<file path="src/rtl/calc_pkg.sv">
// Shared key codes, ALU op encodings and FSM state constants for the
// 4-digit decimal calculator.
package calc_pkg;

  localparam int MAX_VALUE = 9999;

  localparam logic [3:0] KEY_ADD  = 4'd10;
  localparam logic [3:0] KEY_SUB  = 4'd11;
  localparam logic [3:0] KEY_MULT = 4'd12;
  localparam logic [3:0] KEY_DIV  = 4'd13;
  localparam logic [3:0] KEY_EQ   = 4'd14;
  localparam logic [3:0] KEY_CLR  = 4'd15;

  localparam logic [1:0] OP_ADD  = 2'd0;
  localparam logic [1:0] OP_SUB  = 2'd1;
  localparam logic [1:0] OP_MULT = 2'd2;
  localparam logic [1:0] OP_DIV  = 2'd3;

  localparam logic [2:0] ENTER_A = 3'd0;
  localparam logic [2:0] ENTER_B = 3'd1;
  localparam logic [2:0] EXEC    = 3'd2;
  localparam logic [2:0] WAIT    = 3'd3;
  localparam logic [2:0] SHOW    = 3'd4;

  function automatic logic is_digit(input logic [3:0] k);
    return k < 4'd10;
  endfunction

  function automatic logic is_op(input logic [3:0] k);
    return (k >= KEY_ADD) && (k <= KEY_DIV);
  endfunction

endpackage

</file>
<file path="src/rtl/digit_accum.sv">
// Digit counter plus the value*10+digit step, shared by both operands;
// the caller supplies whichever operand is currently being entered.
module digit_accum #(
  parameter int WIDTH      = 14,
  parameter int MAX_DIGITS = 4
) (
  input  logic             clk,
  input  logic             rst,
  input  logic             clr,
  input  logic             set_one,
  input  logic             step,
  input  logic [WIDTH-1:0] cur_val,
  input  logic [3:0]       digit,
  output logic [WIDTH-1:0] next_val,
  output logic             accept,
  output logic             empty
);

  localparam int CW = $clog2(MAX_DIGITS + 1);

  logic [CW-1:0] count;

  assign accept   = count < CW'(MAX_DIGITS);
  assign empty    = count == '0;
  assign next_val = cur_val * WIDTH'(10) + WIDTH'(digit);

  // A digit only advances the count while there is room; set_one restarts
  // entry with the first digit already consumed.
  always_ff @(posedge clk) begin
    if (rst || clr)
      count <= '0;
    else if (set_one)
      count <= CW'(1);
    else if (step && accept)
      count <= count + CW'(1);
  end

endmodule

</file>
<file path="src/rtl/calc_controller.sv">
// Keypad sequencing FSM: builds operands, fires the ALU, checks range
// errors itself and presents the registered result.
module calc_controller #(
  parameter int WIDTH       = 14,
  parameter int MAX_DIGITS  = 4,
  parameter int MAX_VALUE   = calc_pkg::MAX_VALUE,
  parameter int ALU_LATENCY = 1
) (
  input  logic             clk,
  input  logic             rst,
  input  logic             key_valid,
  input  logic [3:0]       key_code,
  input  logic [WIDTH-1:0] alu_result,
  output logic [WIDTH-1:0] operator1,
  output logic [WIDTH-1:0] operator2,
  output logic [1:0]       operation_val,
  output logic             op_enable,
  output logic             eq_enable,
  output logic [WIDTH-1:0] display_val,
  output logic             err,
  output logic             busy
);

  import calc_pkg::*;

  localparam int WCW = (ALU_LATENCY > 0) ? $clog2(ALU_LATENCY + 1) : 1;

  logic [2:0]         state;
  logic [WCW-1:0]     wait_cnt;
  logic               err_pend;
  logic               exec_err;
  logic               key_digit, key_op, key_eq, do_clear, entering;
  logic [WIDTH-1:0]   acc_next;
  logic               acc_accept, acc_empty;
  logic [WIDTH:0]     sum;
  logic [2*WIDTH-1:0] product;

  assign entering  = (state == ENTER_A) || (state == ENTER_B) || (state == SHOW);
  assign key_digit = key_valid && is_digit(key_code);
  assign key_op    = key_valid && is_op(key_code);
  assign key_eq    = key_valid && (key_code == KEY_EQ);
  assign do_clear  = key_valid && (key_code == KEY_CLR) && entering;

  digit_accum #(.WIDTH(WIDTH), .MAX_DIGITS(MAX_DIGITS)) u_accum (
    .clk      (clk),
    .rst      (rst),
    .clr      (do_clear || (key_op && ((state == ENTER_A) || (state == SHOW)))),
    .set_one  (key_digit && (state == SHOW)),
    .step     (key_digit && ((state == ENTER_A) || (state == ENTER_B))),
    .cur_val  ((state == ENTER_B) ? operator2 : operator1),
    .digit    (key_code),
    .next_val (acc_next),
    .accept   (acc_accept),
    .empty    (acc_empty)
  );

  // Full-width sum and product so overflow is judged before any truncation.
  assign sum     = {1'b0, operator1} + {1'b0, operator2};
  assign product = {{WIDTH{1'b0}}, operator1} * {{WIDTH{1'b0}}, operator2};

  always_comb begin
    exec_err = 1'b0;
    case (operation_val)
      OP_ADD:  exec_err = sum > (WIDTH+1)'(MAX_VALUE);
      OP_SUB:  exec_err = operator2 > operator1;
      OP_MULT: exec_err = product > (2*WIDTH)'(MAX_VALUE);
      OP_DIV:  exec_err = operator2 == '0;
      default: exec_err = 1'b0;
    endcase
  end

  always_ff @(posedge clk) begin
    if (rst || do_clear) begin
      state         <= ENTER_A;
      operator1     <= '0;
      operator2     <= '0;
      operation_val <= '0;
      display_val   <= '0;
      op_enable     <= 1'b0;
      eq_enable     <= 1'b0;
      err           <= 1'b0;
      busy          <= 1'b0;
      err_pend      <= 1'b0;
      wait_cnt      <= '0;
    end else begin
      op_enable <= 1'b0;
      eq_enable <= 1'b0;
      case (state)
        ENTER_A: begin
          if (key_digit && acc_accept) begin
            operator1   <= acc_next;
            display_val <= acc_next;
          end else if (key_op) begin
            operation_val <= 2'(key_code - KEY_ADD);
            operator2     <= '0;
            state         <= ENTER_B;
          end
        end
        ENTER_B: begin
          if (key_digit && acc_accept) begin
            operator2   <= acc_next;
            display_val <= acc_next;
          end else if (key_op && acc_empty) begin
            operation_val <= 2'(key_code - KEY_ADD);
          end else if (key_eq && !acc_empty) begin
            op_enable <= 1'b1;
            eq_enable <= 1'b1;
            busy      <= 1'b1;
            state     <= EXEC;
          end
        end
        EXEC: begin
          err_pend <= exec_err;
          wait_cnt <= '0;
          state    <= WAIT;
        end
        WAIT: begin
          if (wait_cnt == WCW'(ALU_LATENCY)) begin
            // An error result zeroes A so a chained operation starts clean.
            operator1   <= err_pend ? '0 : alu_result;
            display_val <= err_pend ? WIDTH'(MAX_VALUE) : alu_result;
            err         <= err_pend;
            busy        <= 1'b0;
            state       <= SHOW;
          end else begin
            wait_cnt <= wait_cnt + WCW'(1);
          end
        end
        SHOW: begin
          if (key_digit) begin
            operator1   <= WIDTH'(key_code);
            display_val <= WIDTH'(key_code);
            err         <= 1'b0;
            state       <= ENTER_A;
          end else if (key_op) begin
            if (err)
              operator1 <= '0;
            operation_val <= 2'(key_code - KEY_ADD);
            operator2     <= '0;
            err           <= 1'b0;
            state         <= ENTER_B;
          end
        end
        default: state <= ENTER_A;
      endcase
    end
  end

endmodule

</file>
<file path="config.mk">
export PLATFORM = sky130hd
export DESIGN_NAME = calc_controller
export DESIGN_NICKNAME = d
export VERILOG_FILES = /design/src/rtl/calc_pkg.sv /design/src/rtl/digit_accum.sv /design/src/rtl/calc_controller.sv
export SDC_FILE = /design/constraint.sdc
export NUM_CORES = 1
export LEC_CHECK = 0
export CAP_MARGIN = 10
export CORE_UTILIZATION = 56
export DETAILED_ROUTE_END_ITERATION = 7
export MAX_ROUTING_LAYER = met4
export PLACE_DENSITY_LB_ADDON = 0.05
export SLEW_MARGIN = 40
export SYNTH_ARGS = -nofsm -noshare
export SYNTH_HDL_FRONTEND = slang
export SYNTH_HIERARCHICAL = 1
export SYNTH_SLANG_ARGS = --single-unit
export TNS_END_PERCENT = 100
</file>
<file path="constraint.sdc">
create_clock -name clk -period 9.4 [get_ports clk]
set_clock_uncertainty 0.1 [all_clocks]
set_input_delay 2.35 -clock clk [delete_from_list [all_inputs] [get_ports clk]]
set_output_delay 2.35 -clock clk [all_outputs]
set_load 0.02 [all_outputs]
</file>
==> impl_metrics.tcl <==
set metrics [dict create \
    status "finished, final reports clean" \
    syn_avg_cell_area_um2 8.174 \
    path_class "flip-flop to flip-flop" \
    cts_htree_levels 2 \
    die_h_um 144.3 \
    dp_hpwl_um 24280 \
    clock_power_share 0.250 \
    cpMostUsedCell "fa_1" \
    layout.nets 1706 \
    internal-power_uw 517.0 \
    final_cells 1662 \
    cp_slowest_stage_delay_ns 0.87 \
    vias 9646 \
    drt-initial-drc-count 687 \
    insertion_delay_ns 0.31 \
    dr_wl_met2_um 14510 \
    fp.dieW_um 144.3 \
    numCtsBuffers 5 \
    grt_max_degree 53 \
    fmax_mhz 139.5 \
    grt_usage 0.3189 \
    switching_share 0.4210 \
    post_drt_via_cell_ratio 5.804 \
    cts.sinks 55 \
    seqPwrFrac 0.341 \
    placedCellCount 1655 \
    dr.pass1.iters 5 \
    hold_buffers 0 \
    globalRouteOverflowTotal 0 \
    tns_ns 0 \
    gp_congestion 0.9331 \
    rsz0062_at_grt "no" \
    wl_per_cell_um 18.46 \
    slowest_stage "dfxtp_1" \
    syn_nets 1696 \
    clk_pin_slew_worst_paths_ns 0.08 \
    ant_nets 0 \
    io_buffers 68 \
    synth_area_mm2 0.01134 \
    highest_layer "met4" \
    min_period_ns 7.168 \
    hold_class "flip-flop to flip-flop" \
    fillers 1838 \
    first_global_vias 9263 \
    pin_count 69 \
    timing.final.crit_share 0.7626 \
    setup_viol 0 \
    p_per_area_mw_per_mm2 72.67 \
    ir_worst_vdd_mv 0.1206 \
    rows 51 \
    fp.dieArea_mm2 0.02082 \
    crit_chain "ha_1, inv_1, fa_1, fa_1, inv_1, ha_1, fa_1, fa_1, inv_1, fa_1, inv_1, ha_1, nand3_1, a211oi_1, nor2_1, a311oi_2, a221o_1, nand4_1, mux2i_1, nor4_2, a311oi_1" \
    pwr-share-comb 0.409 \
    drc_errors 0 \
    arrival_ns 7.24 \
    routed_wl_um 30680 \
    cts_tree "built" \
    crit_fanout 19 \
    wl_met3_um 1746 \
    area_growth_pct 8.377 \
    start_util 0.5768 \
    tightest_slew_ns 0.8469 \
    switchingPower_uw 375.9 \
    required_ns 9.47 \
    clock_path_buffers 2 \
    cts_resized 0 \
    postCtsSetupRepairBufs 0 \
    p_leak_uw 0.005878 \
    finalHoldViolCount 0 \
    n_antenna_cell 0 \
    core_mm2 0.01965 \
    finalMaxSlewViolations 0 \
    m1WireLength_um 13950 \
    antenna_found_initial 0 \
    layout-drive-gt1-share 0.03794 \
    yosys_warnings 6 \
    end_kind "flip-flop" \
    maxSlewHeadroom 0.4346 \
    synth_cells 1387 \
    startpoint_type "flip-flop" \
    drv_cap 0 \
    grt_pass1_wl_um 49420 \
    cts_root_buf "clkbuf_16" \
]
-- state kept, by name (all words and copies together), names as in the netlist --
name           cells
display_val       14
operator1         14
operator2         14
state              3
u_accum/count      3
operation_val      2
busy               1
eq_enable          1
err                1
err_pend           1
wait_cnt           1
-- power by group through the flow --
stage | Clock [uW] | Sequential [uW] | Combinational, uW
after floorplan | 0 | 293 | 241
after global placement | 0 | 307 | 356
after detailed placement | 0 | 309 | 359
after CTS | 228 | 303 | 361
after global routing | 236 | 308 | 398
final | 223 | 304 | 365
-- cell type report --
type	instances	area [um2]	share of cell area
multi-input combinational	1050	9168	0.7461
timing repair buffer	75	733.2	0.05967
clock buffer	5	125.1	0.01018
tap	265	331.6	0.02699
sequential	55	1104	0.08982
inverter	210	788.3	0.06415
clock inverter	2	37.54	0.003055
-- path summary, 6_finish.rpt --
path	end	slack, ns	from	cells past startpoint
max	err_pend	2.23	operator2[5]	21
min	err	0.40	err	2
max reg2reg	err_pend	2.23	operator2[5]	21
min reg2reg	err	0.40	err	2
-- metal layers --
metal,GRT usage,vias up
met5,-,-
met4,0.06150,0
met3,0.03477,30
met2,0.5040,272
met1,0.4443,4770
li1,-,4574
-- critical path: cells and delay by family (launching register included) --
kind | cells | cell delay, ns
multiplexers | 1 | 0.16
buffers and inverters | 4 | 0.23
flip-flops | 1 | 0.87
AND/OR/NAND/NOR | 4 | 0.78
AO/OA/AOI/OAI | 4 | 1.11
adder cells (fa/ha/maj) | 8 | 3.77
-- layout by cell type, fill, tap and decap left out, types with 6 or more instances in the layout --
cell type,n
nor2b_1,9
and2_1,85
a21o_1,10
clkdlybuf4s50_1,68
a21oi_1,66
a31oi_1,11
xor2_1,19
mux2i_1,6
ha_1,144
nand4_1,12
nor4_1,9
a311oi_1,11
fa_1,144
xnor2_1,21
nand3_1,32
a211oi_1,24
o21ai_0,47
dfxtp_1,53
a22oi_1,6
nor2_1,76
nand2b_1,9
inv_1,210
nor3_1,18
nand2_1,177
buf_4,7
or3_1,6
-- stage by stage --
stage	instance area [um2]	setup WS (ns)	total power [uW]	hold slack, ns	utilization
final	12290	2.232	892.9	0.3981	0.6252
after global routing	12290	1.886	942.6	0.4195	0.6252
after CTS	12280	2.268	892.2	0.3995	0.6250
after detailed placement	12120	2.279	667.1	0.3871	0.6167
after global placement	12110	2.382	663.6	0.3838	0.6160
after floorplan	11340	2.851	533.6	0.4089	-
No activity file was read; power rests on OpenSTA's default activity.
